==> config.mk <==
export PLATFORM = sky130hd
export DESIGN_NAME = stopwatch_core
export DESIGN_NICKNAME = d
export VERILOG_FILES = /design/src/rtl/stopwatch_core.sv
export SDC_FILE = /design/constraint.sdc
export NUM_CORES = 1
export LEC_CHECK = 0
export ABC_AREA = 1
export CAP_MARGIN = 40
export CORE_ASPECT_RATIO = 1.25
export CORE_MARGIN = 8
export CORE_UTILIZATION = 35
export CTS_BUF_LIST = sky130_fd_sc_hd__clkbuf_16
export CTS_CLUSTER_DIAMETER = 120
export DETAILED_ROUTE_END_ITERATION = 10
export SYNTH_ARGS = -nofsm -noshare
export SYNTH_HDL_FRONTEND = slang
export SYNTH_SLANG_ARGS = --single-unit
==> constraint.sdc <==
create_clock -name clk -period 4.64 [get_ports clk]
set_input_delay 0.464 -clock clk [delete_from_list [all_inputs] [get_ports clk]]
set_output_delay 0.464 -clock clk [all_outputs]
set_load 0.05 [all_outputs]
==> src/rtl/stopwatch_core.sv <==
// stopwatch_core: BCD stopwatch 00.00..99.99 in 0.01 s ticks, counting up or down from a preset.
// Optional lap freeze of the displayed value is built when STOPWATCH_LAP_EN is defined.
module stopwatch_core #(
    parameter int TICK_DIV = 1000000
) (
    input  logic       clk,
    input  logic       rst,
    input  logic       btn_start,
    input  logic       btn_clear,
    input  logic       mode,
    input  logic [7:0] preset,
`ifdef STOPWATCH_LAP_EN
    input  logic       lap,
`endif
    output logic [3:0] tens,
    output logic [3:0] ones,
    output logic [3:0] tenths,
    output logic [3:0] hundredths,
    output logic       running,
    output logic       done
);

    localparam int DIV_W = $clog2(TICK_DIV);
    localparam logic [DIV_W-1:0] DIV_LAST = DIV_W'(TICK_DIV - 1);

    typedef enum logic [1:0] {
        S_IDLE  = 2'd0,
        S_RUN   = 2'd1,
        S_PAUSE = 2'd2,
        S_DONE  = 2'd3
    } state_t;

    state_t r_state;
    state_t w_state_next;

    logic             r_start_q;
    logic             r_clear_q;
    logic             r_mode;
    logic [DIV_W-1:0] r_div;
    logic [DIV_W-1:0] w_div_next;
    logic             r_running;
    logic             r_done;
    logic             w_running_next;
    logic             w_done_next;

    // Digit index 0 = hundredths .. 3 = tens.
    logic [3:0] r_dig      [0:3];
    logic [3:0] w_cnt_next [0:3];
    logic [3:0] w_load_dig [0:3];
    logic [3:0] w_up       [0:3];
    logic [3:0] w_dn       [0:3];
    logic [4:0] w_carry;
    logic [4:0] w_borrow;

    logic       w_start_pulse;
    logic       w_clear_pulse;
    logic [3:0] w_load_tens;
    logic [3:0] w_load_ones;
    logic       w_load_zero;
    logic       w_tick;
    logic       w_dn_is_zero;
    logic       w_terminal;
    logic       w_reload;

    always_ff @(posedge clk or negedge rst) begin
        if (!rst) begin
            r_start_q <= 1'b0;
            r_clear_q <= 1'b0;
        end else begin
            r_start_q <= btn_start;
            r_clear_q <= btn_clear;
        end
    end

    assign w_start_pulse = btn_start & ~r_start_q;
    assign w_clear_pulse = btn_clear & ~r_clear_q;

    assign w_load_tens   = (preset[7:4] > 4'd9) ? 4'd9 : preset[7:4];
    assign w_load_ones   = (preset[3:0] > 4'd9) ? 4'd9 : preset[3:0];
    assign w_load_dig[3] = mode ? w_load_tens : 4'd0;
    assign w_load_dig[2] = mode ? w_load_ones : 4'd0;
    assign w_load_dig[1] = 4'd0;
    assign w_load_dig[0] = 4'd0;
    assign w_load_zero   = mode & (w_load_tens == 4'd0) & (w_load_ones == 4'd0);

    assign w_tick = (r_state == S_RUN) && (r_div == DIV_LAST);

    // Decimal ripple chains: a digit steps only when every lower digit wraps.
    assign w_carry[0]  = 1'b1;
    assign w_borrow[0] = 1'b1;
    generate
        for (genvar gi = 0; gi < 4; gi++) begin : g_digit
            assign w_up[gi] = w_carry[gi]
                            ? ((r_dig[gi] == 4'd9) ? 4'd0 : r_dig[gi] + 4'd1)
                            : r_dig[gi];
            assign w_dn[gi] = w_borrow[gi]
                            ? ((r_dig[gi] == 4'd0) ? 4'd9 : r_dig[gi] - 4'd1)
                            : r_dig[gi];
            assign w_carry[gi+1]  = w_carry[gi]  & (r_dig[gi] == 4'd9);
            assign w_borrow[gi+1] = w_borrow[gi] & (r_dig[gi] == 4'd0);
        end
    endgenerate

    assign w_dn_is_zero = (w_dn[0] == 4'd0) && (w_dn[1] == 4'd0)
                       && (w_dn[2] == 4'd0) && (w_dn[3] == 4'd0);
    // w_borrow[4] guards a down count already sitting at 00.00 from wrapping to 99.99.
    assign w_terminal = w_tick & (r_mode ? (w_dn_is_zero | w_borrow[4]) : w_carry[4]);

    always_ff @(posedge clk or negedge rst) begin
        if (!rst) begin
            r_state <= S_IDLE;
        end else begin
            r_state <= w_state_next;
        end
    end

    always_comb begin
        w_state_next = r_state;
        case (r_state)
            S_IDLE: begin
                if (!w_clear_pulse && w_start_pulse) begin
                    w_state_next = w_load_zero ? S_DONE : S_RUN;
                end
            end
            S_RUN: begin
                if (w_clear_pulse)      w_state_next = S_IDLE;
                else if (w_terminal)    w_state_next = S_DONE;
                else if (w_start_pulse) w_state_next = S_PAUSE;
            end
            S_PAUSE: begin
                if (w_clear_pulse)      w_state_next = S_IDLE;
                else if (w_start_pulse) w_state_next = S_RUN;
            end
            S_DONE: begin
                if (w_clear_pulse)      w_state_next = S_IDLE;
            end
            default: w_state_next = S_IDLE;
        endcase
    end

    always_comb begin
        w_running_next = (w_state_next == S_RUN);
        w_done_next    = (w_state_next == S_DONE);
    end

    always_ff @(posedge clk or negedge rst) begin
        if (!rst) begin
            r_running <= 1'b0;
            r_done    <= 1'b0;
        end else begin
            r_running <= w_running_next;
            r_done    <= w_done_next;
        end
    end

    // Mode and preset are only looked at while idle or on the edge returning to idle.
    assign w_reload = (r_state == S_IDLE) || (w_state_next == S_IDLE);

    always_comb begin
        for (int i = 0; i < 4; i++) begin
            w_cnt_next[i] = r_dig[i];
        end
        if (w_reload) begin
            for (int i = 0; i < 4; i++) begin
                w_cnt_next[i] = w_load_dig[i];
            end
        end else if (w_tick && !w_terminal) begin
            for (int i = 0; i < 4; i++) begin
                w_cnt_next[i] = r_mode ? w_dn[i] : w_up[i];
            end
        end else if (w_tick && r_mode) begin
            for (int i = 0; i < 4; i++) begin
                w_cnt_next[i] = 4'd0;
            end
        end
    end

    always_comb begin
        case (r_state)
            S_RUN:   w_div_next = w_tick ? '0 : r_div + DIV_W'(1);
            S_PAUSE: w_div_next = r_div;
            default: w_div_next = '0;
        endcase
        if ((w_state_next == S_IDLE) || (w_state_next == S_DONE)) begin
            w_div_next = '0;
        end
    end

    always_ff @(posedge clk or negedge rst) begin
        if (!rst) begin
            r_div  <= '0;
            r_mode <= 1'b0;
            for (int i = 0; i < 4; i++) begin
                r_dig[i] <= 4'd0;
            end
        end else begin
            r_div <= w_div_next;
            if (w_reload) begin
                r_mode <= mode;
            end
            for (int i = 0; i < 4; i++) begin
                r_dig[i] <= w_cnt_next[i];
            end
        end
    end

`ifdef STOPWATCH_LAP_EN
    logic       r_lap_q;
    logic       r_frozen;
    logic       w_frozen_next;
    logic       w_lap_pulse;
    logic [3:0] r_disp [0:3];

    assign w_lap_pulse = lap & ~r_lap_q;

    always_comb begin
        w_frozen_next = r_frozen;
        if ((w_state_next == S_IDLE) || (w_state_next == S_DONE)) begin
            w_frozen_next = 1'b0;
        end else if (w_lap_pulse) begin
            w_frozen_next = r_frozen ? 1'b0 : (r_state == S_RUN);
        end
    end

    // While frozen the display keeps the count it had on the lap edge.
    always_ff @(posedge clk or negedge rst) begin
        if (!rst) begin
            r_lap_q  <= 1'b0;
            r_frozen <= 1'b0;
            for (int i = 0; i < 4; i++) begin
                r_disp[i] <= 4'd0;
            end
        end else begin
            r_lap_q  <= lap;
            r_frozen <= w_frozen_next;
            for (int i = 0; i < 4; i++) begin
                if (!w_frozen_next) begin
                    r_disp[i] <= w_cnt_next[i];
                end
            end
        end
    end

    assign tens       = r_disp[3];
    assign ones       = r_disp[2];
    assign tenths     = r_disp[1];
    assign hundredths = r_disp[0];
`else
    assign tens       = r_dig[3];
    assign ones       = r_dig[2];
    assign tenths     = r_dig[1];
    assign hundredths = r_dig[0];
`endif

    assign running = r_running;
    assign done    = r_done;

endmodule
# Yosys cells after proc, flatten, opt, wreduce, memory -nomap -nowiden

Index checks and enable logic that the tools add are counted.

Register bits after elaboration: 43
Bits of input ports: 13
Output and inout bits: 18

Add/subtract/negate cells: 9
$lt $le $gt $ge: 2
Eq/ne operators: 14
Multiplexer cells: 38
Bitwise logic cells: 14
Reductions and logical operators: 27

Operator list:

| kind                                                               | count |
|---|---|
| 4-bit 2-to-1 mux                                                   | 22 |
| 16-bit 2-to-1 mux                                                  | 3 |
| 4-bit logical NOT                                                  | 10 |
| 20-bit 2-to-1 mux                                                  | 2 |
| 20-bit one-hot mux with 2 select lines                             | 1 |
| 20-bit by 1-bit adder with 20-bit output, second input constant    | 1 |
| 20-bit == test, second input constant                              | 1 |
| 4-bit by 1-bit adder with 4-bit output, second input constant      | 4 |
| 4-bit == test, second input constant                               | 4 |
| 2-bit 2-to-1 mux                                                   | 8 |
| 4-bit by 1-bit subtractor with 4-bit output, second input constant | 4 |
| 4-bit != test, second input constant                               | 3 |
| 1-bit AND                                                          | 11 |
| 4-bit greater-than comparator, second input constant               | 2 |
| 2-bit one-hot mux with 4 select lines                              | 1 |
| 1-bit logical AND                                                  | 7 |
| 2-bit == test, second input constant                               | 3 |
| 2-bit AND reduction                                                | 3 |
| 2-bit by 1-bit == test with 1-bit output, second input constant    | 2 |
| 2-bit logical NOT                                                  | 2 |
| 3-bit nonzero test                                                 | 1 |
| 1-bit logical NOT                                                  | 2 |
| 1-bit logical OR                                                   | 2 |
| 2-bit != test, second input constant                               | 1 |
| other kinds (3)                                                    | 4 |

# Logic depth before layout (Yosys ltp)

Gate-level depths: netlist of the first run.

Depth after elaboration: 17
Depth in mapped cells: 30
Gate-level depth less buffers: 29

# Worst setup path after synthesis of the first run

No wires, ideal clock.

Kind: register -> register
Start point: register r_dig (netlist bit hundredths[0])
End point: register r_dig (netlist bit ones[3])
Library setup time: 121 ps
Arrival: 3696 ps
Required time: 4519 ps
Path slack: 823 ps
Cell stages (with the launch flop): 27
Buffers on the path: 0
Clock period less this slack: 3817 ps
Cell sequence: dfrtp_1 inv_1 ha_1 nand2_2 nor2_4 nand2_4 nand2_1 nand2_2 nor3_2 nand2_1 nand2_2 nand2_4 nand2_1 nand2_1 nand2_1 nand2_1 nand3b_1 inv_1 ha_1 nor2_1 inv_1 nor2_2 inv_1 nor2_1 nand4_1 a21oi_1 nor2_1

Word-level cells in the longest chain between the ends: 16
Elaborated cells on any way between the ends: 36
Those cells by class: add/sub (1); eq/ne (2); mux (11); bitwise (8); reduce/logical (14)

Ends and longest elaborated chain:

| what                                                                                    | line    | source |
|---|---|---|
| start, declared                                                                         | 47      | `logic [3:0] r_dig [0:3];` |
| start signal, assigned by index                                                         | 202     | `r_dig[i] <= w_cnt_next[i];` |
| 4-bit by 1-bit subtractor with 4-bit output / 4-bit logical NOT (equally long branches) | 97, 100 |  |
| 4-bit 2-to-1 mux / 1-bit AND (equally long branches)                                    | 97, 100 |  |
| 4-bit logical NOT, or another cell as far along                                         | 104     | `assign w_dn_is_zero = (w_dn[0] == 4'd0) && (w_dn[1] == 4'd0)` |
| 1-bit logical AND, or another cell as far along                                         | 104     |  |
| 1-bit logical AND / 4-bit logical NOT (equally long branches)                           | 105     | `&& (w_dn[2] == 4'd0) && (w_dn[3] == 4'd0);` |
| 1-bit logical AND                                                                       | 105     |  |
| 1-bit bitwise OR                                                                        | 107     | `assign w_terminal = w_tick & (r_mode ? (w_dn_is_zero \| w_borrow[4]) : w_carry[4]);` |
| 1-bit 2-to-1 mux (*)                                                                    | 107     |  |
| 1-bit AND (*)                                                                           | 107     |  |
| 2-bit 2-to-1 mux (*)                                                                    | 127     | `else if (w_terminal) w_state_next = S_DONE;` |
| 2-bit 2-to-1 mux (*)                                                                    | 126     | `if (w_clear_pulse) w_state_next = S_IDLE;` |
| 2-bit one-hot mux with 4 select lines (*)                                               | 119     | `case (r_state)` |
| net w_state_next[0]                                                                     | 34      | `state_t w_state_next;` |
| 2-bit logical NOT (*)                                                                   | 157     | `assign w_reload = (r_state == S_IDLE) \|\| (w_state_next == S_IDLE);` |
| 1-bit logical OR (*)                                                                    | 157     |  |
| 4-bit != test (no line) / 3-bit nonzero test (equally long branches)                    | n/a     |  |
| 2-bit AND reduction (no line)                                                           | n/a     |  |

The timed path passes the listed nets; every way through them passes the cells marked *.
A chain may end at the register's enable or synchronous reset.

# Final worst setup path of the first run

Start point: register r_dig (netlist bit hundredths[0])
End point: register r_dig (netlist bit ones[0])

The elaborated chain is that of the path after synthesis.

==> results of run 1 <==
==> through the flow <==
| stage | hold WS (ns) | setup slack (ns) |
|---|---|---|
| floorplan | 0.168 | 0.823 |
| global placement | 0.484 | 0.620 |
| detailed placement | 0.449 | 0.418 |
| CTS | 0.133 | 0.385 |
| global route | 0.154 | 0.0400 |
| finish | 0.122 | 0.510 |
==> report_power, final <==
group / internal (mW) / leakage [nW] / switching, mW
combinational: 0.151 / 1.15 / 0.328
clock: 0.249 / 0.0811 / 0.140
sequential: 0.401 / 0.585 / 0.0481
==> registers in the layout (all words and copies together) (netlist names), 2 cells and up <==
signal      flops
r_div          20
hundredths      4
ones            4
tens            4
tenths          4
r_state         2
==> per-layer routing <==
| layer | wire, um | up-vias |
|---|---|---|
| li1 | - | 1749 |
| met2 | 5050 | 81 |
| met5 | 0 | - |
| met1 | 3860 | 1616 |
| met3 | 433 | 13 |
| met4 | 182 | 0 |
==> layout by cell type (no fill, tap or decap), drive strengths merged, types with 2 or more instances in the layout <==
master,count
nor2,80
o22ai,2
a22oi,4
ha,7
xor2,5
a32oi,2
a21oi,23
clkdlybuf4s50,29
inv,66
nor4,8
xnor2,2
o21ai,31
o31ai,3
nand2,154
dfrtp,43
or2,2
buf,4
nand4,19
clkbuf,5
nand3,36
nor3,12
==> how the worst min path moves through the flow <==
stage | slack (ns) | to | cells after the start
after floorplan | 0.17 | done | 0
after global placement | 0.48 | r_div[19] | 1
after detailed placement | 0.45 | tenths[1] | 1
after CTS | 0.13 | tenths[1] | 1
after global routing | 0.15 | tenths[1] | 1
final | 0.12 | tenths[1] | 1
==> critical path, delay by kind of cell (launching register included) <==
kind,cells,cell delay (ns)
flops,1,0.43
buf+inv,5,0.62
fa+ha+maj,2,0.52
simple gates,20,2.18
compound gates,1,0.25
==> cell families after synthesis <==
family	after synthesis	share of synthesized area (%)
and+or+nand+nor	312	42.5
AOI/OAI and AO/OA	72	12.6
buffers and inverters	71	8.66
DFF	43	31.8
xor gates and xnor gates	7	1.81
adders and majority gates	7	2.59
==> final cells by class <==
type                            count  area (sq um)  area share [%]
Clock buffer                        5           125            3.14
Inverter                           66           248            6.21
Sequential cell                    43          1080            27.0
Multi-Input combinational cell    398          2020            50.6
Clock inverter                      2          33.8           0.847
Tap cell                          126           158            3.95
Timing Repair Buffer               33           330            8.29
==> impl_metrics.yaml, run 1 <==
global_routing:
  grt_busiest_layer: "met2"
  maximum_number_of_pins_on_one_net_before_global_route_repair: 27
  globalRouteTotalUtil_pct: 15.0
  grt_overflow: 0
  grt_util_met2_pct: 28.1
  global_route_wire_length_before_repair_mm: 16.5
  use_met1_pct: 16.1
  met3_usage_pct: 2.70
  vias_in_the_first_global_route: 3565
  antenna_found_initial: 0
worst_setup_path:
  critPathRequiredTime_ns: 4.81
  timing.critical_path.slowest_cell_delay_ns: 0.43
  worstReg2RegEnd: "ones[0]"
  timing.critical_path.from: "hundredths[0]"
  reg2reg_from: "hundredths[0]"
  setup.worst_path.end_class: "flop"
  cp_slowest_cell: "sky130_fd_sc_hd__dfrtp_1"
  crit_path_end: "ones[0]"
  ff2ff_path_depth: 28
  timing.setup.critical_path_class: "reg2reg"
  timing.critical_path.mode_cell: "sky130_fd_sc_hd__nand2_1"
  crit_path_start_kind: "flop"
  timing.critical_path.arrival_ns: 4.30
  regToRegSetupSlack_ns: 0.51
  critical_path.max_fanout: 8
die:
  top_level_ports: 31
  height_of_the_die_um: 126
  rows: 40
  total_die_area_sq_um: 13100
  chipWidth_um: 104
  initial_core_util_pct: 35.5
  placeable_core_region_sq_um: 9510
detailed_routing:
  avgViaCountPerCell: 5.14
  drt-total-wl_mm: 9.53
  drt_pass1_iterations: 4
  drcViolationCount: 0
  postRouteAntennaNets: 0
  num_vias: 3459
  wl_per_cell_um: 14.2
  drt-initial-drc-count: 112
clock_tree:
  cts.htree.levels: 2
  clk_root_buffer_cell: "sky130_fd_sc_hd__clkbuf_16"
  clock_insertion_delay_worst_skew_ns: 0.29
  cts-buffers-inserted: 5
  cts_tree: "yes"
  post_cts.repair.setup_buffers: 0
  clock-sinks: 43
  cts.hold.buffers_added: 0
  max-clock-path-buffers: 2
  cts-resized-gates: 0
  clk_transition_reported_paths_ns: 0.06
yosys:
  synthesis.area_per_instance_sq_um: 6.60
  synth_common_cells: "sky130_fd_sc_hd__nand2_1, sky130_fd_sc_hd__nor2_1, sky130_fd_sc_hd__inv_1"
  synthesis.area_sq_um: 3380
  synth_warnings: 0
  synthDistinctLibCells: 42
  synth_edf_count: 0
  synthDominantCellAreaShare_pct: 31.8
  postSynth.asyncResetShare_pct: 100
  ys_seq_elements: 43
  synth_most_common_cell: "sky130_fd_sc_hd__nand2_1"
  synth_nets: 532
  post-synth-top-area-cell: "sky130_fd_sc_hd__dfrtp_1"
  ys_top_cells_by_area: "sky130_fd_sc_hd__dfrtp_1, sky130_fd_sc_hd__nand2_1, sky130_fd_sc_hd__nor2_1, sky130_fd_sc_hd__inv_1, sky130_fd_sc_hd__nand3_1"
  cell_count_after_synthesis: 512
  synth-main-ff-cell: "sky130_fd_sc_hd__dfrtp_1"
  seq_area_frac_synth_pct: 31.8
layout:
  layout.cell_area.non_filler_sq_um: 3990
  nets: 567
  antenna_diode_count: 0
  final_core_util_pct: 41.9
  stdcell_count: 673
  area.growth.synth_to_final_pct: 18.0
  post_route_cells_drive_above_1_share_pct: 8.04
  fillers: 1023
placed_design:
  port-buffer-count: 30
  place.detailed.instances: 666
  gpl.final_weighted_congestion: 0.892
  placedInstanceArea_sq_um: 3820
  detailed_placement_hpwl_mm: 7.59
pwr:
  total_leakage_power_nw: 1.81
  peakVddDrop_uv: 149
  power.density_cell_area_nw_per_um2: 330
  design_power_total_mw: 1.32
timing:
  maxSlewHeadroom_pct: 65.9
  grt_setup_unrepaired: "no"
  setup-tns-final_ns: 0
  layout_min_cycle_time_ns: 4.13
  final_period_utilization_pct: 89.0
  report.final.hold_viol_count: 0
  worst_clock_skew_ns: 0.00658
  timing_max_transition_violations_final: 0
  max_slew.worst_pin.slew_ns: 0.510
  number_of_setup_violations_in_the_final_report: 0
  max_freq_mhz: 242
run:
  drv.max_cap_violation_count: 0
outcome:
  status: "complete, no violations"
min_path:
  min_path_type: "in2async"
No activity file was read; power rests on OpenSTA's default activity.
==> run 2, diff against run 1 <==
--- a/config.mk
+++ b/config.mk
@@ -9,10 +9,11 @@
 export CAP_MARGIN = 40
 export CORE_ASPECT_RATIO = 1.25
 export CORE_MARGIN = 8
-export CORE_UTILIZATION = 35
+export CORE_UTILIZATION = 55
 export CTS_BUF_LIST = sky130_fd_sc_hd__clkbuf_16
 export CTS_CLUSTER_DIAMETER = 120
 export DETAILED_ROUTE_END_ITERATION = 10
+export PLACE_DENSITY = 0.77
 export SYNTH_ARGS = -nofsm -noshare
 export SYNTH_HDL_FRONTEND = slang
 export SYNTH_SLANG_ARGS = --single-unit
==> impl_metrics.yaml, run 2 (synthesis results as in run 1) <==
outcome:
  status: "complete, no violations"
layout:
  largest-register: "r_div"
  stdcell_count: 633
  antenna_diode_count: 0
  commonest_non_fill_non_tap_cells_in_the_layout: "sky130_fd_sc_hd__nand2_1, sky130_fd_sc_hd__nor2_1, sky130_fd_sc_hd__inv_1"
  final_core_util_pct: 65.0
  area.growth.synth_to_final_pct: 16.3
  nets: 567
  post_route_cells_drive_above_1_share_pct: 8.58
  layout.cells.most_common: "sky130_fd_sc_hd__nand2_1"
  fillers: 558
  largest_register_ffs: 20
  layout.cell_area.non_filler_sq_um: 3930
worst_setup_path:
  setup.worst_path.end_class: "flop"
  timing.critical_path.arrival_ns: 4.35
  timing.critical_path.slowest_cell_delay_ns: 0.43
  crit_path_start_kind: "flop"
  critPathRequiredTime_ns: 4.87
  cp_slowest_cell: "sky130_fd_sc_hd__dfrtp_1"
  timing.critical_path.mode_cell: "sky130_fd_sc_hd__nand2_1"
  critical_path.max_fanout: 8
  timing.setup.critical_path_class: "reg2reg"
clock_tree:
  clk_root_buffer_cell: "sky130_fd_sc_hd__clkbuf_16"
  cts-buffers-inserted: 5
  clock_insertion_delay_worst_skew_ns: 0.29
  cts_tree: "yes"
  cts.htree.levels: 2
  post_cts.repair.setup_buffers: 0
  max-clock-path-buffers: 2
  clk_transition_reported_paths_ns: 0.07
  clock-sinks: 43
timing:
  number_of_setup_violations_in_the_final_report: 0
  setup-tns-final_ns: 0
  max_freq_mhz: 243
  worst_clock_skew_ns: 0.00674
  report.final.hold_viol_count: 0
  final_period_utilization_pct: 88.8
  timing_max_transition_violations_final: 0
  grt_setup_unrepaired: "no"
  layout_min_cycle_time_ns: 4.12
  maxSlewHeadroom_pct: 65.7
  max_slew.worst_pin.slew_ns: 0.510
global_routing:
  grt_overflow: 0
  global_route_wire_length_before_repair_mm: 15.6
  globalRouteTotalUtil_pct: 21.2
  met3_usage_pct: 3.00
  grt_util_met2_pct: 39.8
  antenna_found_initial: 0
  grt_busiest_layer: "met2"
  use_met1_pct: 22.2
  vias_in_the_first_global_route: 3483
  maximum_number_of_pins_on_one_net_before_global_route_repair: 26
detailed_routing:
  num_vias: 3582
  avgViaCountPerCell: 5.66
  drt_pass1_iterations: 5
  postRouteAntennaNets: 0
  drt-total-wl_mm: 9.15
  drt-initial-drc-count: 237
  drcViolationCount: 0
  wl_per_cell_um: 14.5
die:
  top_level_ports: 31
  rows: 32
  total_die_area_sq_um: 8920
  placeable_core_region_sq_um: 6050
  initial_core_util_pct: 55.9
  chipWidth_um: 86.1
  height_of_the_die_um: 104
pwr:
  power.density_cell_area_nw_per_um2: 326
  design_power_total_mw: 1.28
  total_leakage_power_nw: 1.81
  peakVddDrop_uv: 164
placed_design:
  placedInstanceArea_sq_um: 3770
  gpl.final_weighted_congestion: 0.940
  detailed_placement_hpwl_mm: 7.27
  place.detailed.instances: 625
  port-buffer-count: 30
min_path:
  min_path_type: "in2async"
run:
  drv.max_cap_violation_count: 0
==> run 2: cell count changes in the layout (fill, tap and decap cells not counted), sizes merged <==
cell / change
clkinv: +1
bufinv: -1
inv: +1
==> run 2: per-layer routing <==
metal / part of all wire [%] / wire length, um
met3: 4.6 / 417
met1: 38 / 3470
met4: 3.3 / 302
met5: 0 / 0
met2: 54 / 4960
==> run 2: worst paths after layout <==
path,from,to,slack (ns),cells past startpoint
max in group asynchronous,rst,ones[0],4.03,2
setup reg to reg,hundredths[0],tenths[2],0.52,28
min in group clk,r_div[19],r_div[19],0.52,1
hold / removal,rst,r_div[2],0.11,1
setup / recovery,hundredths[0],tenths[2],0.52,28
hold reg to reg,r_div[19],r_div[19],0.52,1
==> run 2: timing repair <==
item | in CTS | in global routing
hold buffers | 0 | 0
setup endpoints to repair | 0 | 6
resized for setup | 0 | 2
==> run 2: worst max-delay path, delay by kind of cell, from the launching register on <==
family,cells,cell delay (ns)
fa+ha+maj,2,0.49
compound gates,2,0.51
flops,1,0.43
buf+inv,6,0.78
simple gates,18,1.88
==> run 2: power breakdown <==
group	total (mW)	internal, mW	switching, mW
sequential	0.448	0.400	0.0479
combinational	0.474	0.151	0.322
clock	0.361	0.204	0.157
==> run 2: cell type report <==
class	instances	area, sq um	share of cell area (%)
Clock inverter	3	26.3	0.669
Inverter	66	248	6.30
Timing Repair Buffer	33	330	8.40
Tap cell	85	106	2.71
Sequential cell	43	1080	27.4
Multi-Input combinational cell	398	2020	51.4
Clock buffer	5	125	3.18
==> run 2: stage by stage <==
| step | setup slack, ns | hold slack (ns) |
|---|---|---|
| floorplan | 0.823 | 0.168 |
| global placement | 0.641 | 0.500 |
| detailed placement | 0.461 | 0.437 |
| CTS | 0.442 | 0.123 |
| global route | 0.0565 | 0.146 |
| finish | 0.518 | 0.113 |
